--- src/rtl/tts_pkg.sv ---
// Shared types and constants for the host-side symbol-parameter RAM write sequencer.
// Latency: n/a (declarations only).
// Backpressure: n/a.
package tts_pkg;

    // Write sequencer states: idle, request held, one-cycle release gap.
    typedef enum logic [1:0] {
        HPB_IDLE = 2'd0,
        HPB_REQ  = 2'd1,
        HPB_REL  = 2'd2
    } hpb_state_t;

    // Host register word offsets.
    localparam logic [3:0] HPB_REG_CTRL     = 4'd0;
    localparam logic [3:0] HPB_REG_STATUS   = 4'd1;
    localparam logic [3:0] HPB_REG_SYM_ADDR = 4'd2;
    localparam logic [3:0] HPB_REG_BYTE_EN  = 4'd3;
    localparam logic [3:0] HPB_REG_DATA0    = 4'd4;

    // CTRL bit positions.
    localparam int HPB_CTRL_GO      = 0;
    localparam int HPB_CTRL_CLR_ERR = 1;

    // STATUS bit positions.
    localparam int HPB_STAT_BUSY    = 0;
    localparam int HPB_STAT_ERR     = 1;
    localparam int HPB_STAT_COLL    = 2;
    localparam int HPB_STAT_CNT_LSB = 16;

endpackage

--- src/rtl/hpb_wr_ctrl.sv ---
// Host register file that issues one RAM write per GO and holds the request until done or timeout.
// Latency: register write/read 1 cycle; GO to hpb_wr_req 1 cycle; done to release 1 cycle, idle 1 cycle later.
// Backpressure: request held while rcb_wr_done is low (bounded by HPB_TIMEOUT); host writes to payload registers while busy are dropped and flagged.
module hpb_wr_ctrl
    import tts_pkg::*;
#(
    parameter int HPB_RAM_WIDTH = 64,
    parameter int HPB_TIMEOUT   = 1024,
    parameter bit HPB_AUTO_INC  = 1'b1
) (
    input  logic                       clk,
    input  logic                       reset_n,
    input  logic                       host_cs,
    input  logic                       host_we,
    input  logic [3:0]                 host_addr,
    input  logic [31:0]                host_wdata,
    output logic [31:0]                host_rdata,
    output logic                       host_rvalid,
    output logic [13:0]                hpb_wr_addr,
    output logic [HPB_RAM_WIDTH-1:0]   hpb_wr_data,
    output logic [HPB_RAM_WIDTH/8-1:0] hpb_wr_en,
    output logic                       hpb_wr_req,
    input  logic                       rcb_wr_done,
    output logic                       hpb_busy,
    output logic                       hpb_err
);

    localparam int NW = HPB_RAM_WIDTH / 32;
    localparam int NB = HPB_RAM_WIDTH / 8;
    localparam int TW = $clog2(HPB_TIMEOUT);
    localparam logic [TW-1:0] TMAX = TW'(HPB_TIMEOUT - 1);

    hpb_state_t           state_q, state_d;
    logic [TW-1:0]        timer_q, timer_d;
    logic [15:0]          wr_count_q, wr_count_d;
    logic [13:0]          sym_addr_q, sym_addr_d;
    logic [NB-1:0]        byte_en_q, byte_en_d;
    logic [NW-1:0][31:0]  data_q, data_d;
    logic                 err_q, err_d;
    logic                 coll_q, coll_d;
    logic                 req_q, req_d;
    logic                 busy_q, busy_d;
    logic [31:0]          rdata_q, rdata_d;
    logic                 rvalid_q, rvalid_d;
    logic [31:0]          rd_mux;
    logic                 go;

    logic host_wr;
    logic host_rd;
    logic busy;

    assign host_wr = host_cs & host_we;
    assign host_rd = host_cs & ~host_we;
    assign busy    = (state_q != HPB_IDLE);

    // Read-data select for the addressed register; unmapped words read as zero.
    always_comb begin
        rd_mux = '0;
        case (host_addr)
            HPB_REG_STATUS: begin
                rd_mux[HPB_STAT_BUSY]           = busy;
                rd_mux[HPB_STAT_ERR]            = err_q;
                rd_mux[HPB_STAT_COLL]           = coll_q;
                rd_mux[HPB_STAT_CNT_LSB +: 16]  = wr_count_q;
            end
            HPB_REG_SYM_ADDR: rd_mux[13:0]   = sym_addr_q;
            HPB_REG_BYTE_EN:  rd_mux[NB-1:0] = byte_en_q;
            default: ;
        endcase
        for (int i = 0; i < NW; i++) begin
            if (host_addr == HPB_REG_DATA0 + 4'(i)) begin
                rd_mux = data_q[i];
            end
        end
    end

    // Next-state: host register accesses, then the write FSM and its timeout timer.
    always_comb begin
        state_d    = state_q;
        timer_d    = timer_q;
        wr_count_d = wr_count_q;
        sym_addr_d = sym_addr_q;
        byte_en_d  = byte_en_q;
        data_d     = data_q;
        err_d      = err_q;
        coll_d     = coll_q;
        rdata_d    = rdata_q;
        rvalid_d   = 1'b0;
        go         = 1'b0;

        if (host_rd) begin
            rvalid_d = 1'b1;
            rdata_d  = rd_mux;
        end

        if (host_wr) begin
            if (host_addr == HPB_REG_CTRL) begin
                // Clear first so that CLR_ERR+GO in one write starts a request.
                if (host_wdata[HPB_CTRL_CLR_ERR]) begin
                    err_d  = 1'b0;
                    coll_d = 1'b0;
                end
                if (host_wdata[HPB_CTRL_GO]) begin
                    if (busy) begin
                        coll_d = 1'b1;
                    end else if (!err_d) begin
                        go = 1'b1;
                    end
                end
            end else if (host_addr == HPB_REG_SYM_ADDR) begin
                if (busy) coll_d = 1'b1;
                else      sym_addr_d = host_wdata[13:0];
            end else if (host_addr == HPB_REG_BYTE_EN) begin
                if (busy) coll_d = 1'b1;
                else      byte_en_d = host_wdata[NB-1:0];
            end
            for (int i = 0; i < NW; i++) begin
                if (host_addr == HPB_REG_DATA0 + 4'(i)) begin
                    if (busy) coll_d = 1'b1;
                    else      data_d[i] = host_wdata;
                end
            end
        end

        case (state_q)
            HPB_IDLE: begin
                timer_d = '0;
                if (go) state_d = HPB_REQ;
            end
            HPB_REQ: begin
                if (rcb_wr_done) begin
                    state_d    = HPB_REL;
                    timer_d    = '0;
                    wr_count_d = wr_count_q + 16'd1;
                    if (HPB_AUTO_INC) sym_addr_d = sym_addr_q + 14'd1;
                end else if (timer_q == TMAX) begin
                    // Timeout wins over a simultaneous CLR_ERR so the failure is never lost.
                    state_d = HPB_REL;
                    timer_d = '0;
                    err_d   = 1'b1;
                end else begin
                    timer_d = timer_q + TW'(1);
                end
            end
            HPB_REL: begin
                timer_d = '0;
                state_d = HPB_IDLE;
            end
            default: begin
                timer_d = '0;
                state_d = HPB_IDLE;
            end
        endcase

        req_d  = (state_d == HPB_REQ);
        busy_d = (state_d != HPB_IDLE);
    end

    // State and register-file update with synchronous active-low reset.
    always_ff @(posedge clk) begin
        if (!reset_n) begin
            state_q    <= HPB_IDLE;
            timer_q    <= '0;
            wr_count_q <= '0;
            sym_addr_q <= '0;
            byte_en_q  <= '0;
            data_q     <= '0;
            err_q      <= 1'b0;
            coll_q     <= 1'b0;
            req_q      <= 1'b0;
            busy_q     <= 1'b0;
            rdata_q    <= '0;
            rvalid_q   <= 1'b0;
        end else begin
            state_q    <= state_d;
            timer_q    <= timer_d;
            wr_count_q <= wr_count_d;
            sym_addr_q <= sym_addr_d;
            byte_en_q  <= byte_en_d;
            data_q     <= data_d;
            err_q      <= err_d;
            coll_q     <= coll_d;
            req_q      <= req_d;
            busy_q     <= busy_d;
            rdata_q    <= rdata_d;
            rvalid_q   <= rvalid_d;
        end
    end

    assign host_rdata  = rdata_q;
    assign host_rvalid = rvalid_q;
    assign hpb_wr_addr = sym_addr_q;
    assign hpb_wr_data = data_q;
    assign hpb_wr_en   = byte_en_q;
    assign hpb_wr_req  = req_q;
    assign hpb_busy    = busy_q;
    assign hpb_err     = err_q;

endmodule

--- config.mk ---
export PLATFORM = sky130hd
export DESIGN_NAME = hpb_wr_ctrl
export DESIGN_NICKNAME = d
export VERILOG_FILES = /design/src/rtl/tts_pkg.sv /design/src/rtl/hpb_wr_ctrl.sv
export SDC_FILE = /design/constraint.sdc
export NUM_CORES = 1
export LEC_CHECK = 0
export ABC_AREA = 1
export CORE_MARGIN = 1
export CORE_UTILIZATION = 28
export DETAILED_ROUTE_END_ITERATION = 12
export SYNTH_ARGS = -nofsm -noshare
export SYNTH_HDL_FRONTEND = slang
export SYNTH_SLANG_ARGS = --single-unit
--- constraint.sdc ---
create_clock -name clk -period 1.9 [get_ports clk]
set_input_delay 0.19 -clock clk [delete_from_list [all_inputs] [get_ports clk]]
set_output_delay 0.19 -clock clk [all_outputs]
set_load 0.005 [all_outputs]
## Word level (Yosys, flattened, before mapping)

Cells that the tools add are included.

| word-level totals | value |
|---|---|
| flip-flop bits (word level) | 151 |
| input port bits | 41 |
| output and inout port bits | 122 |

| cells by class | value |
|---|---|
| add/sub/neg operators | 3 |
| equality and inequality tests | 8 |
| multiplexer cells | 41 |
| bitwise logic cells | 8 |
| reduce and logical (&&, ||, !) cells | 9 |

Operator list:

| operator | count |
|---|---|
| 14-bit 2-to-1 mux | 6 |
| 32-bit 2-to-1 mux | 2 |
| 1-bit 2-to-1 mux | 25 |
| 16-bit by 1-bit adder with 16-bit output (second input constant) | 1 |
| 16-bit 2-to-1 mux | 1 |
| 14-bit by 1-bit adder with 14-bit output (second input constant) | 1 |
| 10-bit by 1-bit adder with 10-bit output (second input constant) | 1 |
| 10-bit equality test (second input constant) | 1 |
| 5-bit one-hot mux with 2 select lines | 1 |
| 3-bit one-hot mux with 3 select lines | 1 |
| 4-bit by 2-bit equality test with 1-bit output (second input constant) | 2 |
| 4-bit by 3-bit equality test with 1-bit output (second input constant) | 2 |
| 2-bit 2-to-1 mux | 3 |
| 6-bit 2-to-1 mux | 1 |
| 1-bit inverter | 6 |
| 3-bit AND reduction | 2 |
| 5-bit AND reduction | 1 |
| 2-bit by 1-bit equality test with 1-bit output (second input constant) | 2 |
| 4-bit by 1-bit equality test with 1-bit output (second input constant) | 1 |
| 4-bit logical NOT | 1 |
| 2-bit one-hot mux with 2 select lines | 1 |
| 2-bit nonzero test | 2 |
| 4-bit OR reduction | 1 |
| 1-bit bitwise AND | 2 |
| 2 further kinds | 2 |

## Logic depth before layout (Yosys ltp)

Gate-level depths: netlist of the first run.

| logic depth | value |
|---|---|
| word-level depth | 11 |
| gate-level depth with buffers | 10 |

## Worst setup path after synthesis of the first run

OpenSTA, ideal clock, no wires.

| timing | value |
|---|---|
| path type | reg2reg |
| from | reg timer_q[0] |
| to | reg timer_q[8] |
| arrival time | 1,268 ps |
| path slack | 505 ps |
| stages on the path, launching flop included | 7 |
| buffers on the path | 0 |
| clock period less this slack | 1,395 ps |
| cell sequence | dfxtp_1 ha_1 nand2_1 nor2_1 nand4_1 nand3_1 nor2_1 |

| between the ends | value |
|---|---|
| cells in the longest elaborated chain, start to end | 2 |

Ends and longest elaborated chain:

| what | RTL line | source |
|---|---|---|
| from (decl) | hpb_wr_ctrl.sv:34 | `logic [TW-1:0] timer_q, timer_d;` |
| from (signal assigned) | hpb_wr_ctrl.sv:176 | `timer_q <= timer_d;` |
| parallel branches: the longest is 2 deep, another holds 10-bit by 1-bit adder with 10-bit output | -- |  |

Parallel ways; which one is timed is not known.
A chain may end at the register's enable or synchronous reset.

## Worst setup path in the final report of the first run

| timing | value |
|---|---|
| from | reg sym_addr_q[2] (netlist: hpb_wr_addr[2]) |
| to | out hpb_wr_addr[2] |

RTL lines:

| what | RTL line | source |
|---|---|---|
| from (decl) | hpb_wr_ctrl.sv:36 | `logic [13:0] sym_addr_q, sym_addr_d;` |
| from (signal assigned) | hpb_wr_ctrl.sv:178 | `sym_addr_q <= sym_addr_d;` |
| to (decl) | hpb_wr_ctrl.sv:19 | `output logic [13:0] hpb_wr_addr,` |

No word-level cell between the ends.

==> metrics, run 1 <==
cell with the largest stage delay on the worst path clkdlybuf4s50_1; fin. max-slew vios 0; most common cell after layout, fill and taps aside nand2_1; sequential fraction of the synthesis area between 40 and 50%; critical path class flop to primary output; Die Y 156.7 µm; clock-pin slew on the worst setup and hold paths 0.06 ns; drt drc 0; Post-Synth Simple-Gate Area 25.95%; Final Util 40.30%; vias per inst ~4.6; Core ar. 23470 µm²; maximum fanout along the worst path 6; critical path's top delay family buffers and inverters; critical path endpoint category primary output; largest net degree at the start of global routing 56; area share of xor/xnor cells in the synthesized design 0.3921%; GRT Util Overall 18.61%; antenna cells 0; multiplexer area fraction after synthesis 0%; setup TNS 0 ns; Yosys reg bits 151; main combinational cell family by area after synthesis simple AND/OR/NAND/NOR gates; CTS root buf clkbuf_16; Hold WC Path Type input pin to flop; yosys warns 0; initial antenna violation count 0; share of cells above drive strength 1 under 10%; number of flops mapped to enable cells by yosys 0; Distinct cells, synth 34; DRT antenna net count 0; Setup Buffers After CTS 0; final setup vio count 0; clk_skew 0.007451 ns; R2R setup slack 0.33 ns; Max Cap Viol 0; run status finished, final reports clean; setup ws final 0.2697 ns; WP buf/inv 1; Overflow after GRT 0; WL per Instance 15.17 µm; Tightest Pin Transition 0.4111 ns; startpoint types flop; DP HPWL between 15000 and 20000 µm; Fin Hold WS between 0.07 and 0.08 ns; cts repair resizes 0; vias approximately 7000; vias in the first global route around 6300; Sinks on Clock Net 151; P per Cell Area 737.7 nW/µm²; port bufs 162; CP arrival 1.44 ns; Mapped Area 6701 µm²; Post-Place Cell Area 8911 µm²; H-Tree Depth 4; Clk Latency, worst-skew pair about 0.42 ns; commonest cells after routing, fill and taps aside nand2_1 (183), nor2_1 (175), clkdlybuf4s50_1 (161); min Tclk post-route 1.630 ns; die width 156.7 µm; # hold bufs at CTS 0; adder-cell share of the synthesized area less than 1%; Area Overhead vs Synth 41.15%; Critical Path, Cell by Cell clkdlybuf4s50_1; Cells after Synth 960; 1st-iter DRT viols approximately 340; ys async rst share 0%; FP Rows 56; fmax 613.4 MHz; final hold violations 0; CTS max path bufs 2; Top Ports 163; Finished Cell Area approximately 9500 µm²; first-pass GRT wire length 34960 µm; ys flop type dfxtp_1; syn_area_per_cell 6.981 µm²; Routed WL 22280 µm; cts bufs inserted 17; Filler Cell Count 2396; complex-gate fraction of the synthesized area 18.84%; Max IR drop VDD just under 500 µV; CTS tree done; period utilisation layout 85.80%; nets@finish 1181; Initial Util 28.55%; first drt pass iteration count 6; slowest stage delay, CP approximately 0.56 ns; Syn Nets 1004; total die area 24560 µm²; Lkg Pwr 3.498 nW; max_slew headroom 72.38%; Routability Congestion 0.8205; Critical Path RT 1.71 ns; RSZ-0062 raised after global routing no; worst slack, placed approximately 0.027 ns
## final cells by class
class	instances	area [µm²]	share of cell area [%]
clock inverters	15	122.6	1.296
repair buffers	204	2032	21.48
well taps	319	399.1	4.220
clock buffers	17	425.4	4.497
multi-input cells	662	3073	32.49
flip-flops and latches	151	3023	31.96
inverters	101	384.1	4.061
## worst register-to-register path, delay by kind of cell (launching register included)
kind | cells | cell delay (ns)
DFF | 1 | 0.44
adders and majority gates | 1 | 0.21
and+or+nand+nor | 6 | 0.86
## per-layer routing
| layer | global-route usage (%) | vias up | share of wire (%) |
|---|---|---|---|
| met5 | 0 | - | 0 |
| met4 | 5.742 | 0 | 1.5 |
| met1 | 24.64 | 3135 | 47 |
| met2 | 29.84 | 186 | 46 |
| met3 | 4.209 | 24 | 6.2 |
| li1 | - | 3474 | - |
## stage by stage
| step | cells | total power [mW] |
|---|---|---|
| 2_1_floorplan | 960 | 3.540 |
| 3_3_place_gp | 1437 | 3.884 |
| 3_5_place_dp | 1437 | 3.886 |
| 4_1_cts | 1469 | 7.046 |
| 5_1_grt | 1469 | 7.237 |
| 6_report | 1469 | 6.978 |
## final timing paths
path,from,depth (start not counted),to
setup / recovery,hpb_wr_addr[2]$_SDFF_PN0_,1,hpb_wr_addr[2]
hold / removal,reset_n,3,hpb_wr_data[58]$_SDFFE_PN0P_
setup reg to reg,hpb_wr_addr[1]$_SDFF_PN0_,7,hpb_wr_addr[10]$_SDFF_PN0_
hold reg to reg,hpb_wr_data[40]$_SDFFE_PN0P_,2,hpb_wr_data[40]$_SDFFE_PN0P_
## report_power, final
part | internal, mW | switching (mW)
sequential | 3.23 | 0.0453
combinational | 0.276 | 0.265
clock | 1.70 | 1.47
total | 5.20 | 1.78
## synthesized netlist by cell type, types with 10 or more instances
cell type	count	area share, %
nand2_1	183	10
clkbuf_1	24	1.3
nor2_1	176	9.9
buf_2	12	0.90
inv_1	95	5.3
o211ai_1	10	1.1
nand3_1	27	2.0
a41oi_1	17	2.2
o21ai_0	123	9.2
nor3_1	18	1.3
a21oi_1	62	4.6
dfxtp_1	151	45
## cell families after synthesis
kind of cell	Yosys count
and+or+nand+nor	427
AOI/OAI and AO/OA	229
DFF	151
buffers and inverters	147
xor gates and xnor gates	3
adders and majority gates	3
## sequential cells by signal, indices dropped and copies added, names as in the netlist
name and flops:
hpb_wr_data 64, host_rdata 32, wr_count_q 16, hpb_wr_addr 14, timer_q 10, hpb_wr_en 8
state_q 2, coll_q 1, host_rvalid 1, hpb_busy 1, hpb_err 1, hpb_wr_req 1
(Power assumes the default switching activity.)
==> inputs of run 2 (changes only) <==
--- a/config.mk
+++ b/config.mk
@@ -7,8 +7,9 @@
 export LEC_CHECK = 0
 export ABC_AREA = 1
 export CORE_MARGIN = 1
-export CORE_UTILIZATION = 28
+export CORE_UTILIZATION = 50
 export DETAILED_ROUTE_END_ITERATION = 12
+export PLACE_DENSITY = 0.81
 export SYNTH_ARGS = -nofsm -noshare
 export SYNTH_HDL_FRONTEND = slang
 export SYNTH_SLANG_ARGS = --single-unit
==> metrics, run 2 (synthesis results as in run 1) <==
run status finished, final reports clean; clock-pin slew on the worst setup and hold paths 0.06 ns (about the same); vias in the first global route 6458 (+2.2%); Tightest Pin Transition 0.6555 ns (+0.2444 ns); CTS tree done; Final Util 71.52% (+31 points); Clock power frac 45.5% (+0.2 points); cell count along the critical path 1 (unchanged); Core ar. 12820 µm² (-45%); Reg power frac 46.9% (about the same); initial antenna violation count 0 (unchanged); port bufs 162 (unchanged); Clk Latency, worst-skew pair 0.43 ns (about the same); Reg-to-Reg Start state_q[0]$_SDFF_PN0_; Finished Cell Area 9173 µm² (-3.0%); nets@finish 1171 (-0.85%); startpoint types flop; GRT Util Overall 30.53% (+12 points); most common cell after layout, fill and taps aside nand2_1; vias per inst 5.380 (+16%); combinational share of power 7.6% (-0.2 points); NetSw 1.764 mW (-0.66%); Initial Util 52.25% (+24 points); final hold violations 0 (unchanged); antenna cells 0 (unchanged); drt drc 0 (unchanged); Post-Place Cell Area 8615 µm² (-3.3%); DP HPWL 14890 µm (-11%); maximum fanout along the worst path 5 (-1); first drt pass iteration count 7 (+1); R2R setup slack 0.31 ns (-0.02 ns); first-pass GRT wire length 33480 µm (-4.2%); Placed Instances 1280 (-11%); Setup Buffers After CTS 0 (unchanged); share of cells above drive strength 1 7.368% (-0.81 points); critical path's top delay family buffers and inverters; fmax 611.6 MHz (-0.29%); slowest stage delay, CP 0.56 ns (about the same); Net Sw Frac 25.27% (-0.18 points); commonest cells after routing, fill and taps aside nand2_1 (183), nor2_1 (175), clkdlybuf4s50_1 (161); CTS max path bufs 2 (unchanged); Area Overhead vs Synth 36.87%; worst slack, placed 0.005674 ns (-0.02104 ns); CP arrival 1.45 ns (about the same); Critical Path End hpb_wr_addr[7]; Die Y 117.8 µm (-25%); setup ws final 0.2650 ns (-0.004771 ns); H-Tree Depth 4 (unchanged); WP buf/inv 1 (unchanged); Sinks on Clock Net 151 (unchanged); Max IR drop VDD 512.5 µV (+3.4%); clk_skew 0.008073 ns (+0.0006219 ns); cts bufs inserted 17 (unchanged); # hold bufs at CTS 0 (unchanged); Max Cap Viol 0 (unchanged); Setup crit start hpb_wr_addr[7]$_SDFF_PN0_; Int Power 5.217 mW (+0.28%); Lkg Pwr 3.443 nW (-1.6%); min Tclk post-route 1.635 ns (+0.004771 ns); Hold WC Path Type input pin to flop; CTS root buf clkbuf_16; vias 7058 (+3.5%); DRT antenna net count 0 (unchanged); cell with the largest stage delay on the worst path clkdlybuf4s50_1; total die area 13870 µm² (-44%); period utilisation layout 86.05% (+0.25 points); critical path endpoint category primary output; largest net degree at the start of global routing 63 (+13%); Routability Congestion 0.9592 (+17%); Largest register FFs 64 (unchanged); max_slew headroom 56.24% (-16 points); 1st-iter DRT viols 777 (+130%); P per Cell Area 761.1 nW/µm² (+3.2%); WL per Instance 15.69 µm (+3.4%); Top Ports 163 (unchanged); Routed WL 20590 µm (-7.6%); fin. max-slew vios 0 (unchanged); Fin Hold WS 0.2283 ns (+0.1550 ns); FP Rows 41 (-27%); RR Endpoint hpb_wr_data[42]$_SDFFE_PN0P_; cts repair resizes 0 (unchanged); Tot Pwr 6.981 mW (about the same); die width 117.8 µm (-25%); setup TNS 0 ns (unchanged); final setup vio count 0 (unchanged); Critical Path RT 1.71 ns (about the same); r2r worst-path depth 6 (-1); critical path class flop to primary output; fin cells 1312 (-11%); Critical Path, Cell by Cell clkdlybuf4s50_1; Overflow after GRT 0 (unchanged); RSZ-0062 raised after global routing no
run 2: area by class of cell:
type                       instances  area [µm²]
clock inverter                    15       132.6
tap                              172       215.2
inverter                         101       384.1
clock buffer                      17       425.4
timing repair buffer             194        1919
sequential                       151        3023
fill                            1051        3652
multi-input combinational        662        3073
run 2: metal layers:
metal  global-route usage (%)  routed length (µm)  up-vias
met1                    42.16                9124     3199
met3                    6.541                1739       31
met2                    46.58                9294      369
met4                    11.38                 427        0
met5                        0                   0        -
li1                         -                   -     3459
run 2: worst min path at each step:
stage	depth (start not counted)	startpoint	slack, ns	endpoint
6_report	3	reset_n	0.23	wr_count_q[5]$_SDFFE_PN0P_
3_5_place_dp	2	hpb_wr_data[63]$_SDFFE_PN0P_	0.46	hpb_wr_data[63]$_SDFFE_PN0P_
3_3_place_gp	2	hpb_wr_data[44]$_SDFFE_PN0P_	0.45	hpb_wr_data[44]$_SDFFE_PN0P_
4_1_cts	3	reset_n	0.22	wr_count_q[5]$_SDFFE_PN0P_
5_1_grt	3	reset_n	0.25	wr_count_q[14]$_SDFFE_PN0P_
2_1_floorplan	2	host_wdata[17]	0.32	hpb_wr_data[49]$_SDFFE_PN0P_
run 2: power groups by stage:
stage | logic [mW] | clock network, mW | registers, mW
after floorplan | 0.202 | 0 | 3.34
after global placement | 0.513 | 0 | 3.34
after detailed placement | 0.519 | 0 | 3.34
after CTS | 0.524 | 3.19 | 3.27
after global routing | 0.572 | 3.35 | 3.28
final | 0.528 | 3.18 | 3.28
==> inputs of run 3 (changes only) <==
--- a/config.mk
+++ b/config.mk
@@ -7,9 +7,10 @@
 export LEC_CHECK = 0
 export ABC_AREA = 1
 export CORE_MARGIN = 1
-export CORE_UTILIZATION = 50
+export CORE_UTILIZATION = 53
 export DETAILED_ROUTE_END_ITERATION = 12
-export PLACE_DENSITY = 0.81
+export DONT_BUFFER_PORTS = 1
+export PLACE_DENSITY = 0.68
 export SYNTH_ARGS = -nofsm -noshare
 export SYNTH_HDL_FRONTEND = slang
 export SYNTH_SLANG_ARGS = --single-unit
==> metrics, run 3 (synthesis results as in run 1) <==
Fin Hold WS 0.01523 ns (-0.2131 ns); Min-Delay Path Depth 2 (-1); Lkg Pwr 2.943 nW (-15%); DP HPWL 13840 µm (-7.1%); Finished Cell Area 7762 µm² (-15%); H-Tree Depth 4 (unchanged); Top Ports 163 (unchanged); CTS root buf clkbuf_16; die width 114.4 µm (-2.8%); first-pass GRT wire length 31560 µm (-5.7%); CTS tree done; fin cells 1164 (-11%); Initial Util 55.10% (+2.8 points); largest net degree at the start of global routing 120 (+90%); final hold violations 0 (unchanged); slowest stage delay, CP 0.46 ns (-0.10 ns); P per Cell Area 887.0 nW/µm² (+17%); critical path class flop to flop; max_slew headroom 55.67% (-0.57 points); RSZ-0062 raised after global routing no; Largest register FFs 64 (unchanged); most common cell after layout, fill and taps aside nand2_1; initial antenna violation count 0 (unchanged); antenna cells 0 (unchanged); Tot Pwr 6.885 mW (-1.4%); Clk Latency, worst-skew pair 0.43 ns (about the same); Filler Cell Count 1133 (+7.8%); CP arrival 1.98 ns (+0.53 ns); HP Start host_wdata[3]; R2R setup slack 0.25 ns (-0.06 ns); first drt pass iteration count 7 (unchanged); cts repair resizes 0 (unchanged); # hold bufs at CTS 34 (+34); GRT Util Overall 31.47% (+0.93 points); Sinks on Clock Net 151 (unchanged); Reg-to-Reg Start hpb_wr_addr[1]$_SDFF_PN0_; fin. max-slew vios 0 (unchanged); RR Endpoint hpb_wr_addr[6]$_SDFF_PN0_; DRT antenna net count 0 (unchanged); Max Cap Viol 0 (unchanged); Overflow after GRT 0 (unchanged); critical path's top delay family simple AND/OR/NAND/NOR gates; WP buf/inv 0 (-1); vias in the first global route 6016 (-6.8%); Routability Congestion 0.8961 (-6.6%); cell with the largest stage delay on the worst path nor3_1; cts bufs inserted 17 (unchanged); vias 6458 (-8.5%); maximum fanout along the worst path 5 (unchanged); Core ar. 12160 µm² (-5.2%); WL per Instance 17.11 µm (+9.0%); Die Y 114.4 µm (-2.8%); period utilisation layout 87.09% (+1.0 points); worst slack, placed 0.2216 ns (+0.2159 ns); clock-pin slew on the worst setup and hold paths 0.06 ns (about the same); min Tclk post-route 1.655 ns (+0.01962 ns); most used cell, CP nor2_1; nets@finish 1027 (-12%); clk_skew 0.01083 ns (+0.002755 ns); Post-Place Cell Area 6835 µm² (-21%); Hold WC Path Type input pin to flop; Placed Instances 1098 (-14%); hold path endpoint hpb_wr_data[3]$_SDFFE_PN0P_; Critical Path, Cell by Cell ha_1 -> nand2_1 -> nor3_1 -> nor2_1 -> o21ai_0 -> nor2_1; r2r worst-path depth 6 (unchanged); fmax 604.4 MHz (-1.2%); final setup vio count 0 (unchanged); drt drc 0 (unchanged); setup TNS 0 ns (unchanged); Area Overhead vs Synth 15.83%; FP Rows 40 (-2.4%); Setup Buffers After CTS 0 (unchanged); Tightest Pin Transition 0.6640 ns (+0.008509 ns); run status finished, final reports clean; Max IR drop VDD 531.3 µV (+3.7%); commonest cells after routing, fill and taps aside nand2_1 (183), nor2_1 (175), dfxtp_1 (151); Routed WL 19920 µm (-3.3%); port bufs 0 (-100%); share of cells above drive strength 1 6.827% (-0.54 points); critical path endpoint category flop; CTS max path bufs 2 (unchanged); vias per inst 5.548 (+3.1%); 1st-iter DRT viols 628 (-19%); Final Util 63.83% (-7.7 points); total die area 13100 µm² (-5.6%); Critical Path RT 2.22 ns (+0.51 ns); startpoint types flop; setup ws final 0.2453 ns (-0.01962 ns)
[run 3: layer usage]
metal  vias to the layer above  wire [µm]  GRT usage, %  share of wire [%]
li1                       3172          -             -                  -
met5                         -          0             0                  0
met4                         0        381         9.957                1.9
met1                      2978       8810         42.08                 44
met2                       281       8741         47.92                 44
met3                        27       1982         10.43                 10
[run 3: final cells by class]
type / count / area, µm² / area share [%]
clock buffer: 17 / 425.4 / 5.480
clock inverter: 15 / 143.9 / 1.854
inverter: 101 / 384.1 / 4.948
multi-input combinational: 662 / 3073 / 39.59
sequential: 151 / 3023 / 38.94
tap: 168 / 210.2 / 2.708
timing repair buffer: 50 / 503.0 / 6.480
[run 3: power by group]
group | leakage, nW | switching, mW | internal, mW
sequential | 1.22 | 0.0607 | 3.23
clock | 0.278 | 1.42 | 1.83
combinational | 1.44 | 0.206 | 0.139
[run 3: worst max path at each step]
| stage | from | to | slack (ns) | cells after the start |
|---|---|---|---|---|
| floorplan | timer_q[0]$_SDFF_PP0_ | timer_q[8]$_SDFF_PP0_ | 0.51 | 6 |
| global placement | timer_q[0]$_SDFF_PP0_ | timer_q[8]$_SDFF_PP0_ | 0.32 | 6 |
| detailed placement | timer_q[0]$_SDFF_PP0_ | timer_q[2]$_SDFF_PP0_ | 0.22 | 6 |
| CTS | timer_q[0]$_SDFF_PP0_ | timer_q[8]$_SDFF_PP0_ | 0.21 | 6 |
| global route | timer_q[0]$_SDFF_PP0_ | timer_q[2]$_SDFF_PP0_ | 0.03 | 6 |
| finish | hpb_wr_addr[1]$_SDFF_PN0_ | hpb_wr_addr[6]$_SDFF_PN0_ | 0.25 | 6 |
